[src/rtl/coin_acceptor_if.sv]
// Coin acceptor bus: sensor/control inputs from the machine side, credit and pulse outputs back.
`timescale 1ns/1ps
interface coin_acceptor_if;
  logic       coin_sense;
  logic [1:0] coin_type;
  logic       refund_req;
  logic       vend_done;
  logic       coin_inserted;
  logic [7:0] credit;
  logic [7:0] change_out;
  logic       change_valid;
  logic       reject_coin;
  logic       busy;

  modport master (
    output coin_sense, coin_type, refund_req, vend_done,
    input  coin_inserted, credit, change_out, change_valid, reject_coin, busy
  );

  modport slave (
    input  coin_sense, coin_type, refund_req, vend_done,
    output coin_inserted, credit, change_out, change_valid, reject_coin, busy
  );
endinterface

[src/rtl/coin_acceptor.sv]
// Coin acceptor: synchronizes and debounces the coin sensor, validates coins into credit, handles
// refund and vend. Optional change return on vend: define COIN_ACCEPTOR_CHANGE_RETURN_EN.
`timescale 1ns/1ps
module coin_acceptor #(
  parameter int DEBOUNCE_CYCLES = 4,
  parameter int PRICE           = 25,
  parameter int MAX_CREDIT      = 200
) (
  input  logic           clk,
  input  logic           reset,
  coin_acceptor_if.slave bus
);
  typedef enum logic [2:0] {
    IDLE     = 3'd0,
    DEBOUNCE = 3'd1,
    ACCEPT   = 3'd2,
    PAID     = 3'd3,
    WAIT_LOW = 3'd4
  } state_t;

  localparam logic [3:0] DEB_N  = 4'(DEBOUNCE_CYCLES);
  localparam logic [8:0] PRICE9 = 9'(PRICE);
  localparam logic [7:0] PRICE8 = 8'(PRICE);
  localparam logic [8:0] MAX9   = 9'(MAX_CREDIT);

  function automatic logic [8:0] coin_value(input logic [1:0] t);
    case (t)
      2'b00:   coin_value = 9'd5;
      2'b01:   coin_value = 9'd10;
      2'b10:   coin_value = 9'd25;
      default: coin_value = 9'd0;
    endcase
  endfunction

  state_t     state_r;
  logic       sync1_r, sync2_r;
  logic [3:0] cnt_r;
  logic [7:0] credit_r, change_r;
  logic       inserted_r, change_valid_r, reject_r, busy_r;
  logic       held_r, go_paid_r;

  logic       slug_s, fits_s, qualify_s, refund_ok_s;
  logic [8:0] sum_s, new_credit_s;
  logic [7:0] remain_s;

  // Coin evaluation is done in 9 bits so credit+value never wraps before the ceiling test.
  assign slug_s       = (bus.coin_type == 2'b11);
  assign sum_s        = {1'b0, credit_r} + coin_value(bus.coin_type);
  assign fits_s       = !slug_s && (sum_s <= MAX9);
  assign new_credit_s = fits_s ? sum_s : {1'b0, credit_r};
  assign qualify_s    = sync2_r && ((cnt_r + 4'd1) == DEB_N);
  assign remain_s     = credit_r - PRICE8;
  assign refund_ok_s  = bus.refund_req && (credit_r != 8'd0) &&
                        ((state_r == IDLE) || (state_r == WAIT_LOW) ||
                         ((state_r == PAID) && !bus.vend_done));

  // Synchronizer, debounce counter, credit bookkeeping and the acceptor FSM.
  always_ff @(posedge clk or negedge reset) begin
    if (!reset) begin
      state_r        <= IDLE;
      sync1_r        <= 1'b0;
      sync2_r        <= 1'b0;
      cnt_r          <= 4'd0;
      credit_r       <= 8'd0;
      change_r       <= 8'd0;
      inserted_r     <= 1'b0;
      change_valid_r <= 1'b0;
      reject_r       <= 1'b0;
      busy_r         <= 1'b0;
      held_r         <= 1'b0;
      go_paid_r      <= 1'b0;
    end else begin
      sync1_r        <= bus.coin_sense;
      sync2_r        <= sync1_r;
      inserted_r     <= 1'b0;
      change_valid_r <= 1'b0;
      reject_r       <= 1'b0;
      if (refund_ok_s) begin
        change_r       <= credit_r;
        change_valid_r <= 1'b1;
        credit_r       <= 8'd0;
        cnt_r          <= 4'd0;
        held_r         <= 1'b0;
        state_r        <= sync2_r ? WAIT_LOW : IDLE;
        busy_r         <= sync2_r;
      end else begin
        case (state_r)
          IDLE: begin
            cnt_r <= 4'd0;
            if (sync2_r) begin
              state_r <= DEBOUNCE;
              busy_r  <= 1'b1;
            end else begin
              busy_r  <= 1'b0;
            end
          end
          DEBOUNCE: begin
            if (!sync2_r) begin
              state_r <= IDLE;
              busy_r  <= 1'b0;
              cnt_r   <= 4'd0;
            end else if (qualify_s) begin
              // The coin is judged on the qualifying edge; ACCEPT then routes onward.
              state_r <= ACCEPT;
              cnt_r   <= 4'd0;
              if (fits_s) begin
                credit_r <= new_credit_s[7:0];
              end else begin
                reject_r <= 1'b1;
              end
              if (new_credit_s >= PRICE9) begin
                inserted_r <= 1'b1;
                go_paid_r  <= 1'b1;
              end else begin
                go_paid_r  <= 1'b0;
              end
            end else begin
              cnt_r <= cnt_r + 4'd1;
            end
          end
          ACCEPT: begin
            busy_r <= 1'b1;
            cnt_r  <= 4'd0;
            if (go_paid_r) begin
              state_r <= PAID;
              held_r  <= 1'b1;
            end else begin
              state_r <= WAIT_LOW;
            end
          end
          PAID: begin
            busy_r <= 1'b1;
            if (bus.vend_done) begin
`ifdef COIN_ACCEPTOR_CHANGE_RETURN_EN
              change_r       <= remain_s;
              change_valid_r <= (remain_s != 8'd0);
              credit_r       <= 8'd0;
`else
              credit_r       <= remain_s;
`endif
              cnt_r   <= 4'd0;
              held_r  <= 1'b0;
              state_r <= sync2_r ? WAIT_LOW : IDLE;
              busy_r  <= sync2_r;
            end else if (!sync2_r) begin
              held_r <= 1'b0;
              cnt_r  <= 4'd0;
            end else if (!held_r) begin
              // A further coin while paid is qualified, then diverted once until the sensor clears.
              if (qualify_s) begin
                reject_r <= 1'b1;
                held_r   <= 1'b1;
                cnt_r    <= 4'd0;
              end else begin
                cnt_r <= cnt_r + 4'd1;
              end
            end else begin
              cnt_r <= 4'd0;
            end
          end
          WAIT_LOW: begin
            cnt_r <= 4'd0;
            if (!sync2_r) begin
              if ({1'b0, credit_r} >= PRICE9) begin
                state_r    <= PAID;
                inserted_r <= 1'b1;
                held_r     <= 1'b0;
                busy_r     <= 1'b1;
              end else begin
                state_r <= IDLE;
                busy_r  <= 1'b0;
              end
            end else begin
              busy_r <= 1'b1;
            end
          end
          default: begin
            state_r <= IDLE;
            busy_r  <= 1'b0;
            cnt_r   <= 4'd0;
          end
        endcase
      end
    end
  end

  assign bus.coin_inserted = inserted_r;
  assign bus.credit        = credit_r;
  assign bus.change_out    = change_r;
  assign bus.change_valid  = change_valid_r;
  assign bus.reject_coin   = reject_r;
  assign bus.busy          = busy_r;
endmodule

[src/flat_wrapper.sv]
// flat-port wrapper written by rule: the top's interface ports become plain ports
module coin_acceptor_flat 
#(
  parameter int DEBOUNCE_CYCLES = 4,
  parameter int PRICE           = 25,
  parameter int MAX_CREDIT      = 200
)
  (clk, reset, bus_coin_sense, bus_coin_type, bus_refund_req, bus_vend_done, bus_coin_inserted, bus_credit, bus_change_out, bus_change_valid, bus_reject_coin, bus_busy);
  coin_acceptor_if bus_i ();
  input  logic clk;
  input  logic reset;
  input wire logic [$bits(bus_i.coin_sense)-1:0] bus_coin_sense;
  input wire logic [$bits(bus_i.coin_type)-1:0] bus_coin_type;
  input wire logic [$bits(bus_i.refund_req)-1:0] bus_refund_req;
  input wire logic [$bits(bus_i.vend_done)-1:0] bus_vend_done;
  output wire logic [$bits(bus_i.coin_inserted)-1:0] bus_coin_inserted;
  output wire logic [$bits(bus_i.credit)-1:0] bus_credit;
  output wire logic [$bits(bus_i.change_out)-1:0] bus_change_out;
  output wire logic [$bits(bus_i.change_valid)-1:0] bus_change_valid;
  output wire logic [$bits(bus_i.reject_coin)-1:0] bus_reject_coin;
  output wire logic [$bits(bus_i.busy)-1:0] bus_busy;
  assign bus_i.coin_sense = bus_coin_sense;
  assign bus_i.coin_type = bus_coin_type;
  assign bus_i.refund_req = bus_refund_req;
  assign bus_i.vend_done = bus_vend_done;
  assign bus_coin_inserted = bus_i.coin_inserted;
  assign bus_credit = bus_i.credit;
  assign bus_change_out = bus_i.change_out;
  assign bus_change_valid = bus_i.change_valid;
  assign bus_reject_coin = bus_i.reject_coin;
  assign bus_busy = bus_i.busy;
  coin_acceptor #(.DEBOUNCE_CYCLES(DEBOUNCE_CYCLES), .PRICE(PRICE), .MAX_CREDIT(MAX_CREDIT)) u_core (.clk(clk), .reset(reset), .bus(bus_i));
endmodule
[config.mk]
export PLATFORM = sky130hd
export DESIGN_NAME = coin_acceptor_flat
export DESIGN_NICKNAME = d
export VERILOG_FILES = /design/src/rtl/coin_acceptor_if.sv /design/src/rtl/coin_acceptor.sv /design/src/flat_wrapper.sv
export SDC_FILE = /design/constraint.sdc
export NUM_CORES = 1
export LEC_CHECK = 0
export CORE_UTILIZATION = 30
export DETAILED_ROUTE_END_ITERATION = 6
export PLACE_DENSITY_LB_ADDON = 0.3
export SYNTH_ARGS = -nofsm -noshare
export SYNTH_HDL_FRONTEND = slang
export SYNTH_SLANG_ARGS = --single-unit
[constraint.sdc]
create_clock -name clk -period 3.9 [get_ports clk]
set_clock_uncertainty 0.15 [all_clocks]
set_input_delay 0.39 -clock clk [delete_from_list [all_inputs] [get_ports clk]]
set_output_delay 0.39 -clock clk [all_outputs]
set_load 0.05 [all_outputs]
==> Word-level counts from Yosys, hierarchy flattened <==
Cells that the tools add are included.
{ "word_totals": {"register_bits": 31, "inputBits": 7, "out_inout_bits": 20, "wordCells": 111} }
{ "op_classes": {"n_addsub": 3, "n_lt_le_gt_ge": 3, "eq_ne": 18, "muxes": 56, "bitwise": 1, "n_reduce_logical": 18} }
{ "ops": {"columns": ["cell", "n"], "rows": [
  ["$mux W8", 5],
  ["$mux W1", 27],
  ["$mux W3", 8],
  ["$mux W4", 6],
  ["$pmux W8 S2", 1],
  ["$ne A3 B1 Y1 const B", 5],
  ["$pmux W3 S5", 1],
  ["$pmux W5 S3", 1],
  ["$reduce_and A4 Y1", 3],
  ["$add A8 B5 Y9", 1],
  ["$ge A9 B5 Y1 const B", 1],
  ["$le A9 B8 Y1 const B", 1],
  ["$mux W9", 1],
  ["$ge A8 B5 Y1 const B", 1],
  ["$pmux W4 S2", 1],
  ["$reduce_bool A8 Y1", 1],
  ["$sub A8 B5 Y8 const B", 1],
  ["$eq A3 B2 Y1 const B", 2],
  ["$ne A3 B2 Y1 const B", 2],
  ["$ne A3 B3 Y1 const B", 2],
  ["$logic_and A1 B1 Y1", 5],
  ["$pmux W1 S5", 1],
  ["$reduce_and A5 Y1", 1],
  ["$add A4 B1 Y4 const B", 1],
  ["16 further kinds", 20]
]} }

==> Logic depth before layout (Yosys ltp) <==
{ "depth": {"depth_word": 12, "ltp_mapped": 14} }

==> Worst setup path before layout <==
OpenSTA, ideal clock, no wires.
{ "synth_timing": {"kind": "flip-flop to flip-flop", "start": "reg u_core.credit_r[0], in the netlist u_core.bus.credit[0]", "end": "reg u_core.credit_r[3], in the netlist u_core.bus.credit[3]", "t_arrival_ns": 2.868, "required_time_ns": 3.629, "path_slack_ns": 0.761, "path_stages_with_launch": 11, "path_buffers": 0, "period_less_slack_ns": 3.139, "path_cell_list": "dfrtp_1 ha_1 inv_1 fa_1 nand2b_1 a211oi_1 o211ai_1 o211ai_4 o21ai_2 a311o_1 a22o_1"} }
{ "synth_between": {"elab_chain_cells": 9, "word_cells_on_any_way": 20, "cone_classes": "add/sub (2); order compare (1); eq/ne (4); mux (7); reduce/logical (6)"} }
{ "synth_rtl": {"columns": ["item", "line_no", "text"], "rows": [
  ["start: declaration", "coin_acceptor.sv:38", "logic [7:0] credit_r, change_r;"],
  ["start signal: assignment", "coin_acceptor.sv:107", "credit_r <= new_credit_s[7:0];"],
  ["start signal: assignment", "coin_acceptor.sv:139", "credit_r <= remain_s;"],
  ["$add A8 B5 Y9", "coin_acceptor.sv:48", "assign sum_s = {1'b0, credit_r} + coin_value(bus.coin_type);"],
  ["$le A9 B8 Y1", "coin_acceptor.sv:49", "assign fits_s = !slug_s && (sum_s <= MAX9);"],
  ["$logic_and A1 B1 Y1", "coin_acceptor.sv:49", null],
  ["$mux W9", "coin_acceptor.sv:50", "assign new_credit_s = fits_s ? sum_s : {1'b0, credit_r};"],
  ["$mux W8", "coin_acceptor.sv:106", "if (fits_s) begin"],
  ["$mux W8", "coin_acceptor.sv:102", "end else if (qualify_s) begin"],
  ["$mux W8", "coin_acceptor.sv:98", "if (!sync2_r) begin"],
  ["$pmux W8 S2", "coin_acceptor.sv:87", "case (state_r)"],
  ["$mux W8", "coin_acceptor.sv:78", "if (refund_ok_s) begin"]
]} }
Parallel ways exist; a longest one is shown, timed or not. The select of a mux whose other input is x is not followed.
A chain may end at the register's enable or synchronous reset.

==> Worst setup path after layout <==
{ "layout_timing": {"start": "in bus_coin_type[0]", "end": "reg u_core.credit_r[3], in the netlist u_core.bus.credit[3]"} }
{ "layout_between": {"elab_chain_cells": 11, "word_cells_on_any_way": 17, "cone_classes": "add/sub (1); order compare (1); eq/ne (4); mux (7); reduce/logical (4)"} }
{ "layout_rtl": {"columns": ["item", "line_no", "text"], "rows": [
  ["start: declaration", "flat_wrapper.sv:13", "input wire logic [$bits(bus_i.coin_type)-1:0] bus_coin_type;"],
  ["$eq A2 B2 Y1 (tied with other cells)", "coin_acceptor.sv:27", "case (t)"],
  ["$pmux W5 S3", "coin_acceptor.sv:27", null],
  ["$add A8 B5 Y9", "coin_acceptor.sv:48", null],
  ["$le A9 B8 Y1", "coin_acceptor.sv:49", null],
  ["$logic_and A1 B1 Y1", "coin_acceptor.sv:49", null],
  ["$mux W9", "coin_acceptor.sv:50", null],
  ["$mux W8", "coin_acceptor.sv:106", null],
  ["$mux W8", "coin_acceptor.sv:102", null],
  ["$mux W8", "coin_acceptor.sv:98", null],
  ["$pmux W8 S2", "coin_acceptor.sv:87", null],
  ["$mux W8", "coin_acceptor.sv:78", null]
]} }
Parallel ways exist; a longest one is shown, timed or not. The select of a mux whose other input is x is not followed.

==> metrics.txt <==
# TYPE chip_impl_metric gauge
chip_impl_metric{name="ctsHtreeMaxLevel",unit=""} 2
chip_impl_metric{name="synth_compound_gate_area_share",unit=""} 0.288
chip_impl_metric{name="cts.path.max_buffers",unit=""} 2
chip_impl_metric{name="cp_data_required_time",unit="ps"} 3920
chip_impl_metric{name="post_cts_setup_driven_buffer_insertion_count",unit=""} 0
chip_impl_metric{name="avgSynthCellArea",unit="sq um"} 8.77
chip_impl_metric{name="post_synth_instance_area",unit="sq um"} 2290
chip_impl_metric{name="postSynth.asyncResetShare",unit=""} 1.00
chip_impl_metric{name="synth_sequential_area_ratio",unit=""} 0.339
chip_impl_metric{name="clock_insertion_delay_worst_skew",unit="ps"} 280
chip_impl_metric{name="drt_iter0_markers",unit=""} 192
chip_impl_metric{name="grt_util_all_layers",unit=""} 0.160
chip_impl_metric{name="cts_made_buffers",unit=""} 5
chip_impl_metric{name="cts_resized",unit=""} 0
chip_impl_info{name="hold_path_startpoint",value="u_core.sync1_r"} 1
chip_impl_metric{name="timing.final.setup_violations",unit=""} 0
chip_impl_metric{name="pwr_dens",unit="nW/um^2"} 751
chip_impl_metric{name="yosys-mux-area-fraction",unit=""} 0.00437
chip_impl_info{name="synth_flop_type",value="sky130_fd_sc_hd__dfrtp_1"} 1
chip_impl_metric{name="max-vdd-ir-drop",unit="V"} 0.000326
chip_impl_metric{name="synthesis.nets",unit=""} 282
chip_impl_metric{name="setup-tns-final",unit="ps"} 0
chip_impl_metric{name="critPathArrivalTime",unit="ps"} 3640
chip_impl_info{name="setup.worst_path.start_class",value="input pin"} 1
chip_impl_metric{name="wire_per_inst",unit="microns"} 14.8
chip_impl_metric{name="fraction_of_synthesized_cell_area_in_xor_and_xnor_cells",unit=""} 0.0153
chip_impl_info{name="most_common_cell_after_layout_fill_and_taps_aside",value="sky130_fd_sc_hd__dfrtp_1"} 1
chip_impl_metric{name="first_global_vias",unit=""} 1910
chip_impl_metric{name="dr.pass1.iters",unit=""} 4
chip_impl_metric{name="post_syn_instances",unit=""} 261
chip_impl_metric{name="place_hpwl",unit="microns"} 4270
chip_impl_metric{name="cp_max_fo",unit=""} 9
chip_impl_info{name="cts_tree",value="done"} 1
chip_impl_info{name="endpoint_kind",value="register"} 1
chip_impl_metric{name="yosysTopAreaCellShare",unit=""} 0.339
chip_impl_metric{name="clkSinkCount",unit=""} 31
chip_impl_info{name="timing.rr.start",value="u_core.bus.credit[0]"} 1
chip_impl_metric{name="chipHeight",unit="microns"} 89.3
chip_impl_info{name="worst_setup_path_startpoint",value="bus_coin_type[0]"} 1
chip_impl_metric{name="fin_util",unit=""} 0.373
chip_impl_metric{name="finish.instance_area",unit="sq um"} 2740
chip_impl_metric{name="hold_violations",unit=""} 0
chip_impl_metric{name="number_of_antenna_violations_at_the_first_check_in_global_routing",unit=""} 0
chip_impl_metric{name="globalRouteOverflowTotal",unit=""} 0
chip_impl_metric{name="clkSlewWorstSetupHoldPaths",unit="ps"} 60
chip_impl_metric{name="n_antenna_cell",unit=""} 0
chip_impl_metric{name="fmaxAchievable",unit="MHz"} 276
chip_impl_metric{name="final_antenna_net_count",unit=""} 0
chip_impl_metric{name="viasPerCell",unit=""} 5.31
chip_impl_metric{name="die_width",unit="microns"} 89.3
chip_impl_metric{name="totalWireLength",unit="microns"} 5740
chip_impl_metric{name="layout-drive-gt1-share",unit=""} 0.104
chip_impl_metric{name="die_area",unit="sq um"} 7980
chip_impl_metric{name="number_of_nets_in_the_finished_design",unit=""} 310
chip_impl_metric{name="floorplan.rows",unit=""} 31
chip_impl_info{name="rsz0062_at_grt",value="false"} 1
chip_impl_metric{name="synth_area_in_adders",unit=""} 0.0798
chip_impl_metric{name="number_of_enable_type_register_cells_in_the_synthesized_netlist",unit=""} 0
chip_impl_metric{name="number_of_register_bits_inferred_by_synthesis",unit=""} 31
chip_impl_info{name="clockRootBuffer",value="sky130_fd_sc_hd__clkbuf_8"} 1
chip_impl_info{name="run_status",value="finished, final reports clean"} 1
chip_impl_metric{name="ys_types",unit=""} 65
chip_impl_info{name="final_cell_mix",value="sky130_fd_sc_hd__dfrtp_1 (31), sky130_fd_sc_hd__nand2_1 (30), sky130_fd_sc_hd__clkdlybuf4s50_1 (26)"} 1
chip_impl_metric{name="multi_input_area",unit="sq um"} 1420
chip_impl_metric{name="floorplan.core_area",unit="sq um"} 7330
chip_impl_metric{name="count_of_unresolved_drc_violations_after_routing",unit=""} 0
chip_impl_metric{name="postPlaceCellArea",unit="sq um"} 2670
chip_impl_metric{name="maximum_number_of_pins_on_one_net_before_global_route_repair",unit=""} 32
chip_impl_metric{name="cts-hold-fix-buffers",unit=""} 0
chip_impl_metric{name="io-pin-count",unit=""} 27
chip_impl_info{name="worst-setup-path-type",value="in -> reg"} 1
chip_impl_metric{name="worstMarginPinSlew",unit="ps"} 624
chip_impl_info{name="synth.area.top_cells",value="sky130_fd_sc_hd__dfrtp_1 (34%), sky130_fd_sc_hd__ha_1 (7.1%), sky130_fd_sc_hd__nand2_1 (4.9%), sky130_fd_sc_hd__nor2_1 (4.1%), sky130_fd_sc_hd__a21oi_1 (3.1%)"} 1
chip_impl_info{name="synthDominantAreaCellType",value="sky130_fd_sc_hd__dfrtp_1"} 1
chip_impl_metric{name="final_period_minus_worst_setup_slack",unit="ps"} 3620
chip_impl_metric{name="maxSlewViolCount",unit=""} 0
chip_impl_metric{name="placement.io_buffers",unit=""} 26
chip_impl_metric{name="vias",unit=""} 2055
chip_impl_metric{name="finalCritPeriodShare",unit=""} 0.928
chip_impl_metric{name="regArea",unit="sq um"} 776
chip_impl_info{name="hold_class",value="reg -> reg"} 1
chip_impl_metric{name="start_util",unit=""} 0.312
chip_impl_metric{name="yosysWarningCount",unit=""} 0
chip_impl_info{name="synth_top_family_by_area",value="compound AO/OA/AOI/OAI gates"} 1
chip_impl_metric{name="grt_pass1_wl",unit="microns"} 9690
chip_impl_metric{name="num-fill-cells",unit=""} 748
chip_impl_metric{name="synth-simple-area-share",unit=""} 0.234
chip_impl_metric{name="ff2ff_setup_slack",unit="ps"} 740
chip_impl_metric{name="maxCapViolations",unit=""} 0
chip_impl_metric{name="leakage",unit="nW"} 1.16
chip_impl_metric{name="place.gp.congestion",unit=""} 0.918
chip_impl_metric{name="worst_slew_margin_relative_to_its_limit",unit=""} 0.583
chip_impl_metric{name="area.growth.synth_to_final",unit="%"} 19.6
==> layer usage <==
| metal | wire [microns] | share of wire | GRT usage | vias to the layer above |
|---|---|---|---|---|
| li1 | - | - | - | 1012 |
| met1 | 2920 | 0.51 | 0.234 | 989 |
| met2 | 2480 | 0.43 | 0.241 | 48 |
| met3 | 279 | 0.049 | 0.0259 | 6 |
| met4 | 63 | 0.011 | 0.0476 | 0 |
| met5 | 0 | 0 | 0 | - |
==> through the flow <==
step           hold slack [ps]  std cells  power [mW]  setup WS, ps
3_3_place_gp               187        381        1.83          48.0
2_1_floorplan            -55.6        261        1.48           761
3_5_place_dp               185        381        1.83         -30.3
6_report                   222        387        2.06           280
5_1_grt                    240        387        2.23          30.4
4_1_cts                    221        387        2.07           256
==> power breakdown <==
group          total (mW)  leakage [nW]  internal [mW]  switching (mW)
clock               0.227        0.0371          0.119           0.109
combinational        1.30         0.699          0.469           0.828
sequential          0.531         0.420          0.409           0.121
==> cell families after synthesis <==
logic type,count (synthesis)
buffers and inverters,23
adders and majority gates,14
xor gates and xnor gates,4
and+or+nand+nor,103
muxes,1
AOI/OAI and AO/OA,85
DFF,31
==> final cells by class <==
| class | instances | area share |
|---|---|---|
| multi-input cells | 207 | 0.520 |
| flip-flops and latches | 31 | 0.283 |
| repair buffers | 30 | 0.106 |
| well taps | 99 | 0.0452 |
| clock buffers | 6 | 0.0265 |
| inverters | 14 | 0.0192 |
==> sequential cells by signal (all words and copies together), names as in the netlist <==
signal                    flops
u_core.bus.busy               1
u_core.sync1_r                1
u_core.held_r                 1
u_core.bus.credit             8
u_core.bus.reject_coin        1
u_core.state_r                3
u_core.bus.coin_inserted      1
u_core.sync2_r                1
u_core.cnt_r                  4
u_core.bus.change_valid       1
u_core.bus.change_out         8
u_core.go_paid_r              1
==> critical path: stages <==
cell and delay (ps):
sky130_fd_sc_hd__clkdlybuf4s50_1 450, sky130_fd_sc_hd__inv_1 120, sky130_fd_sc_hd__ha_1 180, sky130_fd_sc_hd__nor2_1 50, sky130_fd_sc_hd__nor2_1 100, sky130_fd_sc_hd__ha_1 200
sky130_fd_sc_hd__inv_1 60, sky130_fd_sc_hd__fa_1 390, sky130_fd_sc_hd__nand2b_1 200, sky130_fd_sc_hd__a21oi_2 140, sky130_fd_sc_hd__xnor2_1 160, sky130_fd_sc_hd__a211oi_4 410
sky130_fd_sc_hd__o21ai_2 180, sky130_fd_sc_hd__a311o_1 390, sky130_fd_sc_hd__a22o_1 230
==> synth_stat cells (all sizes together), types with 4 or more instances <==
| cell type | instances |
|---|---|
| nand2 | 30 |
| dfrtp | 31 |
| buf | 4 |
| and2 | 4 |
| o21ai | 16 |
| a211oi | 5 |
| nor2 | 26 |
| o211ai | 9 |
| nand2b | 4 |
| a22o | 4 |
| nand3 | 9 |
| nor3 | 9 |
| inv | 14 |
| clkbuf | 5 |
| a31oi | 5 |
| a21oi | 18 |
| o32ai | 5 |
| ha | 13 |
==> worst paths after layout <==
path                                             to  depth (start not counted)
max                            u_core.bus.credit[3]                         15
min reg2reg                          u_core.sync2_r                          0
max reg2reg                    u_core.bus.credit[3]                         10
min in group asynchronous  u_core.bus.change_out[2]                          2
min                                  u_core.sync2_r                          0
max in group asynchronous           u_core.cnt_r[1]                          2
Power figures use the tool's default switching activity.
